===== src/rtl/layer_sequencer.sv =====
// rtl/layer_sequencer.sv - per-layer MLP controller: feed one frame to all neurons, collect outputs, stream them in neuron order
module layer_sequencer #(
    parameter int layerNo   = 0,
    parameter int numInput  = 64,
    parameter int numNeuron = 8,
    parameter int dataWidth = 8,
    parameter int timeout   = 64
) (
    input  logic                           clk,
    input  logic                           rst,
    input  logic [dataWidth-1:0]           in_data,
    input  logic                           in_valid,
    output logic                           in_ready,
    output logic [dataWidth-1:0]           n_data,
    output logic                           n_valid,
    input  logic [numNeuron*dataWidth-1:0] n_out,
    input  logic [numNeuron-1:0]           n_outvalid,
    output logic [dataWidth-1:0]           out_data,
    output logic                           out_valid,
    input  logic                           out_ready,
    output logic                           busy,
    output logic [15:0]                    frame_count,
    output logic                           err_timeout,
    output logic                           err_spurious
);

    localparam int CW = $clog2(numInput + 1);
    localparam int IW = (numNeuron > 1) ? $clog2(numNeuron) : 1;
    localparam int WW = $clog2(timeout + 1);

    typedef enum logic [1:0] {S_IDLE, S_FEED, S_WAIT, S_DRAIN} state_t;

    state_t                 state, state_nxt;
    logic [CW-1:0]          in_cnt;
    logic [IW-1:0]          idx;
    logic [IW-1:0]          idx_inc;
    logic [WW-1:0]          wait_cnt;
    logic [numNeuron-1:0]   mask;
    logic [dataWidth-1:0]   obuf     [numNeuron];
    logic [dataWidth-1:0]   obuf_nxt [numNeuron];
    logic                   hs;
    logic                   frame_start;
    logic                   all_done;
    logic                   wait_hit;
    logic                   spurious;
    logic                   out_xfer;
    logic                   last_xfer;
    logic                   layer_unused;

    assign layer_unused = layerNo[0];

    assign in_ready    = (state == S_IDLE) || (state == S_FEED);
    assign busy        = (state != S_IDLE);
    assign hs          = in_valid & in_ready;
    assign frame_start = (state == S_IDLE) && hs;
    assign all_done    = &(mask | n_outvalid);
    assign wait_hit    = (wait_cnt == WW'(timeout - 1));
    assign out_xfer    = (state == S_DRAIN) && out_valid && out_ready;
    assign last_xfer   = out_xfer && (idx == IW'(numNeuron - 1));
    assign idx_inc     = idx + IW'(1);

    // Outside WAIT every pulse is unexpected; inside WAIT only repeats are.
    assign spurious = (state == S_WAIT) ? |(n_outvalid & mask) : |n_outvalid;

    always_comb begin
        for (int k = 0; k < numNeuron; k++) begin
            obuf_nxt[k] = obuf[k];
            if ((state == S_WAIT) && n_outvalid[k] && !mask[k])
                obuf_nxt[k] = n_out[k*dataWidth +: dataWidth];
        end
    end

    always_comb begin
        state_nxt = state;
        case (state)
            S_IDLE:  if (hs) state_nxt = (numInput == 1) ? S_WAIT : S_FEED;
            S_FEED:  if (hs && (in_cnt == CW'(numInput - 1))) state_nxt = S_WAIT;
            S_WAIT:  if (all_done || wait_hit) state_nxt = S_DRAIN;
            S_DRAIN: if (last_xfer) state_nxt = S_IDLE;
            default: state_nxt = S_IDLE;
        endcase
    end

    always_ff @(posedge clk or posedge rst) begin
        if (rst) state <= S_IDLE;
        else     state <= state_nxt;
    end

    always_ff @(posedge clk or posedge rst) begin
        if (rst) begin
            n_data       <= '0;
            n_valid      <= 1'b0;
            in_cnt       <= '0;
            idx          <= '0;
            wait_cnt     <= '0;
            mask         <= '0;
            out_data     <= '0;
            out_valid    <= 1'b0;
            frame_count  <= '0;
            err_timeout  <= 1'b0;
            err_spurious <= 1'b0;
            for (int k = 0; k < numNeuron; k++) obuf[k] <= '0;
        end else begin
            n_valid <= hs;
            if (hs) n_data <= in_data;

            if (frame_start) begin
                in_cnt   <= CW'(1);
                mask     <= '0;
                wait_cnt <= '0;
                for (int k = 0; k < numNeuron; k++) obuf[k] <= '0;
            end else begin
                if (hs) in_cnt <= in_cnt + CW'(1);
                obuf <= obuf_nxt;
            end

            if (state == S_WAIT) begin
                mask     <= mask | n_outvalid;
                wait_cnt <= wait_cnt + WW'(1);
                if (!all_done && wait_hit) err_timeout <= 1'b1;
                // Final captures of this cycle must reach the first output word.
                if (state_nxt == S_DRAIN) begin
                    out_valid <= 1'b1;
                    out_data  <= obuf_nxt[0];
                    idx       <= '0;
                end
            end

            if (last_xfer) begin
                out_valid   <= 1'b0;
                out_data    <= '0;
                idx         <= '0;
                frame_count <= frame_count + 16'd1;
            end else if (out_xfer) begin
                idx      <= idx_inc;
                out_data <= obuf[idx_inc];
            end

            if (spurious) err_spurious <= 1'b1;
        end
    end

endmodule

===== config.mk =====
export PLATFORM = sky130hd
export DESIGN_NAME = layer_sequencer
export DESIGN_NICKNAME = d
export VERILOG_FILES = /design/src/rtl/layer_sequencer.sv
export SDC_FILE = /design/constraint.sdc
export NUM_CORES = 1
export LEC_CHECK = 0
export CAP_MARGIN = 20
export CORE_MARGIN = 4
export CORE_UTILIZATION = 40
export DETAILED_ROUTE_END_ITERATION = 8
export MAX_ROUTING_LAYER = met4
export SYNTH_ARGS = -nofsm -noshare
export SYNTH_HDL_FRONTEND = slang
export SYNTH_SLANG_ARGS = --single-unit

===== constraint.sdc =====
create_clock -name clk -period 10.6 [get_ports clk]
set_input_delay 1.59 -clock clk [delete_from_list [all_inputs] [get_ports clk]]
set_output_delay 1.59 -clock clk [all_outputs]
set_load 0.02 [all_outputs]

# Word-level counts from Yosys, hierarchy flattened

Cells that the tools add are included.

Add/sub/neg operators: 4
Multipliers: 0
Div/mod/pow operators: 0
Magnitude comparators: 1
Equality and inequality tests: 7
Shift operators: 0
Multiplexer cells: 35
Bitwise operators: 4
Reductions and logical operators: 54

Operators by type and width:

| operator                | count |
|---|---|
| $mux W8                 | 16 |
| $mux W64                | 1 |
| $mux W7                 | 4 |
| $bmux W8 S3             | 1 |
| $reduce_bool A2 Y1      | 12 |
| $logic_and A1 B1 Y1     | 22 |
| $add A16 B1 Y16 const B | 1 |
| $reduce_or A8 Y1        | 2 |
| $add A7 B1 Y7 const B   | 2 |
| $eq A7 B6 Y1 const B    | 2 |
| $mux W3                 | 4 |
| $logic_not A1 Y1        | 9 |
| $and A8 B8 Y8           | 1 |
| $mux W2                 | 4 |
| $or A8 B8 Y8            | 1 |
| $pmux W2 S4             | 1 |
| $reduce_and A8 Y1       | 1 |
| $eq A2 B2 Y1 const B    | 3 |
| $reduce_and A2 Y1       | 3 |
| $reduce_bool A3 Y1      | 2 |
| $ge A4 B4 Y1 const B    | 1 |
| $mux W1                 | 4 |
| $not A3 Y4              | 1 |
| $add A3 B1 Y3 const B   | 1 |
| 5 further kinds         | 6 |

Bits in registers: 127
Bits in latches: 0
Bits in writable memories: 0
ROM bits: 0
Input bits: 84
Output and inout bits: 38
Logic and storage cells: 125
Memories: 0

# Logic depth before layout (Yosys ltp)

Gate-level depths: netlist of run 1.

Depth after elaboration: 11
Mapped depth: 8
Gate-level depth less buffers: 7

# Least setup slack after synthesis of run 1

OpenSTA, ideal clock, no wires.

Kind: input to register
From: in out_ready
To: reg frame_count[11]
Setup time: 0.080 ns
Arrival: 2.530 ns
Required time: 10.520 ns
Slack: 7.990 ns
Stages: 5
Buffers on the path: 0
Cells stage by stage: nand4_4 nor3_4 and2_1 and4_1 xor2_1

Longest elaborated chain between the ends: 2

RTL lines:

| what                 | RTL line | source |
|---|---|---|
| start, declared      | 20       | `input logic out_ready,` |
| $logic_and A1 B1 Y1  | 58       | `assign out_xfer = (state == S_DRAIN) && out_valid && out_ready;` |
| $logic_and A1 B1 Y1  | 59       | `assign last_xfer = out_xfer && (idx == IW'(numNeuron - 1));` |
| end signal, assigned | 133      | `frame_count <= frame_count + 16'd1;` |
| end, declared        | 22       | `output logic [15:0] frame_count,` |

No other way between the ends.
A chain may end at the register's enable or synchronous reset.

# Worst setup path after layout of run 1

From: reg state[0]
To: out busy

Longest elaborated chain between the ends: 1

RTL lines:

| what                   | RTL line | source |
|---|---|---|
| start, declared        | 33       | `state_t state, state_nxt;` |
| start signal, assigned | 86       | `else state <= state_nxt;` |
| $reduce_bool A2 Y1     | 53       | `assign busy = (state != S_IDLE);` |
| end, declared          | 21       | `output logic busy,` |

No other way between the ends.

==> results of run 1 <==
cell families after synthesis:
family / Yosys count
muxes: 33
buffers and inverters: 38
AOI/OAI and AO/OA: 131
adders and majority gates: 5
and+or+nand+nor: 267
DFF: 127
xor gates and xnor gates: 17
cell usage in the layout, fill, tap and decap left out, types with 2 or more instances in the layout:
| master | n |
|---|---|
| nand2_1 | 174 |
| dfrtp_1 | 127 |
| clkdlybuf4s50_1 | 121 |
| o21ai_0 | 65 |
| nor2_1 | 38 |
| a21oi_1 | 27 |
| mux2i_1 | 25 |
| clkbuf_16 | 17 |
| nand3_1 | 13 |
| xnor2_1 | 11 |
| nor3_1 | 10 |
| a31oi_1 | 8 |
| mux4_2 | 8 |
| a211oi_1 | 8 |
| and3_1 | 6 |
| xor2_1 | 6 |
| buf_4 | 6 |
| ha_1 | 5 |
| clkinv_2 | 5 |
| o22ai_1 | 4 |
| o32ai_1 | 4 |
| clkbuf_1 | 4 |
| inv_1 | 3 |
| and4_1 | 3 |
| nand2b_1 | 3 |
| or2_2 | 3 |
| o31ai_1 | 3 |
| a21o_1 | 3 |
| nand4_1 | 3 |
| clkbuf_8 | 3 |
| bufinv_16 | 3 |
| and2_1 | 2 |
| clkinv_1 | 2 |
| a22oi_1 | 2 |
| nor4_1 | 2 |
report_power, final:
group	internal (mW)	leakage (nW)	switching (mW)
registers	0.659	1.63	0.126
logic	0.320	1.48	0.424
clock network	0.371	0.283	0.200
total	1.35	3.39	0.751
through the flow:
stage / setup slack, ns / cells / util / total power [mW] / hold WS (ns)
finish: 7.12 / 931 / 0.542 / 2.10 / 0.471
global route: 7.02 / 931 / 0.542 / 2.23 / 0.485
CTS: 7.08 / 926 / 0.537 / 2.11 / 0.468
detailed placement: 6.76 / 896 / 0.498 / 1.53 / 0.455
global placement: 6.88 / 896 / 0.498 / 1.51 / 0.454
floorplan: 5.63 / 618 / - / 1.27 / 0.451
final cells by class:
type                    instances  area (µm²)  share of cell area
repair buffers                130        1310               0.166
clock inverters                 8         115              0.0146
inverters                       7        28.8             0.00365
multi-input cells             453        2560               0.325
well taps                     184         230              0.0292
flip-flops and latches        127        3180               0.403
clock buffers                  22         454              0.0577
per-layer routing:
layer / routed length, µm / part of all wire / vias to the layer above
met4: 159 / 0.010 / 0
met3: 768 / 0.050 / 11
met2: 7470 / 0.48 / 116
li1: - / - / 2355
met1: 7050 / 0.46 / 2384
met5: 0 / 0 / -
sequential cells by signal, indices dropped and copies added, names as in the netlist:
name,count
obuf,64
frame_count,16
mask,8
n_data,8
out_data,8
in_cnt,7
wait_cnt,7
idx,3
state,2
err_spurious,1
err_timeout,1
n_valid,1
out_valid,1
worst paths after layout:
kind / startpoint / to / slack [ns] / cells after the start
worst max-delay path: state[0]$_DFF_PP0_ / busy / 7.12 / 3
worst min-delay path: err_timeout$_DFFE_PP0P_ / err_timeout$_DFFE_PP0P_ / 0.47 / 1
worst max register to register: state[0]$_DFF_PP0_ / obuf[27]$_DFFE_PP0P_ / 8.02 / 4
worst min register to register: err_timeout$_DFFE_PP0P_ / err_timeout$_DFFE_PP0P_ / 0.47 / 1
max in group asynchronous: rst / obuf[44]$_DFFE_PP0P_ / 7.91 / 4
min in group asynchronous: rst / frame_count[10]$_DFFE_PP0N_ / 1.60 / 2
==> results.sh, run 1 <==
export IMPL_synthArstFlopShare=1.00
export IMPL_io_pins=122
export IMPL_drive_above_1_share=0.0750
export IMPL_status="completed"
export IMPL_synth_seq_cells=127
export IMPL_critPathTopFamily="buffers and inverters"
export IMPL_antenna_found_initial=0
export IMPL_clkSlewWorstSetupHoldPaths_ns=0.05
export IMPL_synth_simple_area_share=0.195
export IMPL_cp_arrival_ns=1.89
export IMPL_die_area_um2=16800
export IMPL_wl_um=15400
export IMPL_max_freq_mhz=288
export IMPL_rsz0062_at_grt="false"
export IMPL_synthAdderAreaFrac=0.0106
export IMPL_critPathSlowestCell="dfrtp_1"
export IMPL_yosysMostFrequentCell="nand2_1"
export IMPL_grt_util_met2=0.291
export IMPL_n_antenna_cell=0
export IMPL_drtIter0Drc=390
export IMPL_ys_types=50
export IMPL_post_cts_buffers=0
export IMPL_start_util=0.408
export IMPL_synth_common_cells="nand2_1 (174), dfrtp_1 (127), o21ai_0 (65)"
export IMPL_worstSetupPathType="flip-flop to primary output"
export IMPL_cp_start_kind="flip-flop"
export IMPL_fp_coreArea_um2=14500
export IMPL_dp_hpwl_um=10900
export IMPL_synth_top_cell_by_area="dfrtp_1"
export IMPL_busiest_layer="met2"
export IMPL_cts_max_level=4
export IMPL_cts_sinks=127
export IMPL_post_synth_cell_area_avg_um2=9.58
export IMPL_setup_viol=0
export IMPL_fin_nets=825
export IMPL_final_area_um2=7880
export IMPL_yosys_mux_area_fraction=0.0727
export IMPL_grt_overflow=0
export IMPL_p_leak_nw=3.39
export IMPL_synth_top_cells_by_area="dfrtp_1 (54%), nand2_1 (11%), o21ai_0 (5.5%)"
export IMPL_synth_xor_area_frac=0.0251
export IMPL_max_slew_worst_pin_slew_ns=1.02
export IMPL_drcViolationCount=0
export IMPL_cts_hold_buf=0
export IMPL_fill_cells=1321
export IMPL_grt_util_met1=0.270
export IMPL_cts_max_path_buffers=2
export IMPL_hold_viol=0
export IMPL_synth_ff_type="dfrtp_1"
export IMPL_setup_tns_ns=0
export IMPL_synth_top_area_frac=0.537
export IMPL_cts_tree="yes"
export IMPL_netlist_area_um2=5920
export IMPL_fin_worst_skew_ns=0.0116
export IMPL_wire_per_inst_um=16.6
export IMPL_placed_area_um2=7240
export IMPL_path_cells="inv_1 > nand2_1 > clkdlybuf4s50_1"
export IMPL_crit_path_end_kind="primary output"
export IMPL_ys_seq_area_frac=0.537
export IMPL_synth_compound_area_share=0.128
export IMPL_p_per_area_nw_per_um2=267
export IMPL_track_usage=0.195
export IMPL_vias_per_cell=5.23
export IMPL_die_x_um=130
export IMPL_yosysWarnings=0
export IMPL_root_buffer="clkbuf_16"
export IMPL_min_period_ns=3.48
export IMPL_vias=4866
export IMPL_grt_pass1_vias=4833
export IMPL_std_cell_rows=44
export IMPL_synth_top_family_by_area="simple AND/OR/NAND/NOR gates"
export IMPL_numCtsBuffers=17
export IMPL_grt_pass1_wl_um=24700
export IMPL_max_stage_delay_ns=0.63
export IMPL_maxCapViolations=0
export IMPL_areaGrowthSynthToFinish_pct=33.0
export IMPL_gp_congestion=0.955
export IMPL_drt_pass1_iter_count=4
export IMPL_hp_class="flip-flop to flip-flop"
export IMPL_drtAntennaViolNets=0
export IMPL_maxSlewViolCount=0
export IMPL_cts_resized=0
export IMPL_synth_fp_nets=707
export IMPL_synth_cells=618
export IMPL_critPathRequiredTime_ns=9.01
export IMPL_grt_max_degree=83
export IMPL_crit_buf_inv=2
export IMPL_grtUsageMet3=0.0387
export IMPL_portBuffers=121
export IMPL_peakVddDrop_uv=139
export IMPL_die_height_um=130
export IMPL_clk_insertion_delay_late_ns=0.42
export IMPL_finalCritPeriodShare=0.328
export IMPL_slew_headroom=0.317
export IMPL_crit_fanout=13
export IMPL_synth_edff_count=0
Note: power is estimated with default switching activity, not from simulation.
==> inputs of run 2 (changes only) <==
==> constraint.sdc (replaced) <==
create_clock -name clk -period 3.47 [get_ports clk]
set_input_delay 0.5205 -clock clk [delete_from_list [all_inputs] [get_ports clk]]
set_output_delay 0.5205 -clock clk [all_outputs]
set_load 0.02 [all_outputs]
==> run 2 against run 1 <==
Effect of this change: final cell count grew 0.86%; clock power grew to 3.4 times the previous value; non-clock buffer count grew 6; design area grew 1.7%; sequential share of layout area shrank 0.66 points; combinational power grew to 3.1 times the previous value; register-to-register slack lost 7.0 ns; clock skew shrank 0.0039 ns; hold slack lost 0.0098 ns; routed wire length shrank 1.5%; count of clock-buffer cells in the layout grew 1; die area is the same; largest cell class unchanged.
==> results.sh, run 2 (synthesized netlist as in run 1, its figures left out) <==
export IMPL_status="completed"
export IMPL_antenna_found_initial=0
export IMPL_worstSetupPathType="flip-flop to flip-flop"
export IMPL_cts_hold_buf=0
export IMPL_setup_viol=0
export IMPL_drcViolationCount=0
export IMPL_start_util=0.408
export IMPL_pwr_share_comb=0.344
export IMPL_grtUsageMet3=0.0392
export IMPL_fp_coreArea_um2=14500
export IMPL_timing_hold_ws_ns=0.461
export IMPL_wire_per_inst_um=16.2
export IMPL_cts_resized=0
export IMPL_cts_max_path_buffers=2
export IMPL_fin_worst_skew_ns=0.00773
export IMPL_root_buffer="clkbuf_16"
export IMPL_min_period_ns=2.43
export IMPL_busiest_layer="met2"
export IMPL_crit_path_end_kind="flip-flop"
export IMPL_portBuffers=121
export IMPL_seqPwrFrac=0.362
export IMPL_p_clk_frac=0.294
export IMPL_cts_sinks=127
export IMPL_cts_tree="yes"
export IMPL_swShare=0.346
export IMPL_numCtsBuffers=17
export IMPL_critPathRequiredTime_ns=3.75
export IMPL_dp_hpwl_um=10700
export IMPL_wl_um=15200
export IMPL_drtIter0Drc=386
export IMPL_p_int_mw=4.32
export IMPL_fill_cells=1343
export IMPL_clkSlewWorstSetupHoldPaths_ns=0.05
export IMPL_gp_congestion=0.890
export IMPL_areaGrowthSynthToFinish_pct=35.2
export IMPL_cts_max_level=4
export IMPL_max_stage_delay_ns=0.54
export IMPL_io_pins=122
export IMPL_drtAntennaViolNets=0
export IMPL_grt_overflow=0
export IMPL_p_leak_nw=3.45
export IMPL_p_per_area_nw_per_um2=826
export IMPL_largestRegisters="obuf: 64 flops, frame_count: 16 flops"
export IMPL_setup_tns_ns=0
export IMPL_top_register="obuf"
export IMPL_maxCapViolations=0
export IMPL_maxSlewViolCount=0
export IMPL_final_cell_mix="nand2_1 (174), dfrtp_1 (127), clkdlybuf4s50_1 (121), o21ai_0 (65), nor2_1 (38)"
export IMPL_hold_viol=0
export IMPL_cp_arrival_ns=2.71
export IMPL_slew_headroom=0.446
export IMPL_cp_start_kind="flip-flop"
export IMPL_hp_class="flip-flop to flip-flop"
export IMPL_grt_pass1_vias=5105
export IMPL_grt_util_met2=0.305
export IMPL_grt_max_degree=70
export IMPL_drive_above_1_share=0.0901
export IMPL_grt_pass1_wl_um=25500
export IMPL_vias=4872
export IMPL_path_cells="ha_1 > clkinv_1 > nor2_1 > a21oi_1 > a21oi_1 > a211oi_1"
export IMPL_peakVddDrop_uv=404
export IMPL_drt_pass1_iter_count=5
export IMPL_fin_nets=831
export IMPL_die_height_um=130
export IMPL_grt_util_met1=0.266
export IMPL_track_usage=0.199
export IMPL_worst_path_most_repeated_cell="a21oi_1"
export IMPL_die_x_um=130
export IMPL_clk_insertion_delay_late_ns=0.41
export IMPL_placedCellCount=906
export IMPL_vias_per_cell=5.19
export IMPL_critPathSlowestCell="ha_1"
export IMPL_final_cells=939
export IMPL_post_cts_buffers=0
export IMPL_die_area_um2=16800
export IMPL_final_common_cell="nand2_1"
export IMPL_n_antenna_cell=0
export IMPL_p_sw_mw=2.29
export IMPL_rsz0062_at_grt="false"
export IMPL_max_freq_mhz=411
export IMPL_largest_reg_flops=64
export IMPL_std_cell_rows=44
export IMPL_finalCritPeriodShare=0.701
export IMPL_crit_fanout=10
export IMPL_max_slew_worst_pin_slew_ns=0.827
-- run 2: cell types whose count changed in the layout (fill, tap and decap cells not counted), sizes merged --
cell / before / now
bufinv: 3 / 4
clkinvlp: 0 / 4
buf: 7 / 15
clkinv: 7 / 4
inv: 5 / 4
clkbuf: 24 / 23
-- run 2: power by group through the flow --
stage | Clock (mW) | Combinational (mW) | Sequential, mW
2_1_floorplan | 0 | 1.45 | 2.42
3_3_place_gp | 0 | 2.22 | 2.39
3_5_place_dp | 0 | 2.27 | 2.40
4_1_cts | 1.98 | 2.28 | 2.39
5_1_grt | 2.06 | 2.57 | 2.47
6_report | 1.95 | 2.27 | 2.39
-- run 2: metrics by stage --
| step | worst slack [ns] | total power, mW | instance area, µm² | util |
|---|---|---|---|---|
| 6_report | 1.04 | 6.61 | 8010 | 0.551 |
| 5_1_grt | 0.816 | 7.09 | 8010 | 0.551 |
| 4_1_cts | 1.04 | 6.65 | 7990 | 0.550 |
| 3_5_place_dp | 0.846 | 4.68 | 7330 | 0.504 |
| 3_3_place_gp | 0.936 | 4.61 | 7330 | 0.504 |
| 2_1_floorplan | 1.38 | 3.87 | 5930 | - |
-- run 2: worst max-delay path: cells and delay by family (launching register included) --
kind / cells / cell delay [ns]
compound gates: 3 / 0.46
fa+ha+maj: 1 / 0.54
buf+inv: 1 / 0.38
flops: 1 / 0.39
simple gates: 1 / 0.52
-- run 2: per-layer routing --
metal / vias up / wire, µm
met5: - / 0
met4: 0 / 261
met3: 20 / 573
met2: 97 / 7200
met1: 2364 / 7180
li1: 2391 / -
-- run 2: final timing paths --
kind                                          startpoint                  endpoint  slack (ns)  cells after the start
worst max-delay path                  idx[1]$_DFFE_PP0P_   out_data[2]$_DFFE_PP0P_        1.04                      6
min in group asynchronous                            rst        obuf[56]$_DFF_PP0_        0.60                      2
worst max register to register        idx[1]$_DFFE_PP0P_   out_data[2]$_DFFE_PP0P_        1.04                      6
worst min-delay path            err_spurious$_DFFE_PP0P_  err_spurious$_DFFE_PP0P_        0.46                      1
max in group asynchronous                            rst       obuf[6]$_DFFE_PP0P_        2.07                      3
worst min register to register  err_spurious$_DFFE_PP0P_  err_spurious$_DFFE_PP0P_        0.46                      1
-- run 2: layout make-up --
| class | count | area (µm²) | share of cell area |
|---|---|---|---|
| clock inverters | 9 | 153 | 0.0191 |
| inverters | 7 | 30.0 | 0.00375 |
| well taps | 184 | 230 | 0.0288 |
| flip-flops and latches | 127 | 3180 | 0.397 |
| clock buffers | 23 | 508 | 0.0634 |
| multi-input cells | 453 | 2560 | 0.320 |
| repair buffers | 136 | 1350 | 0.168 |
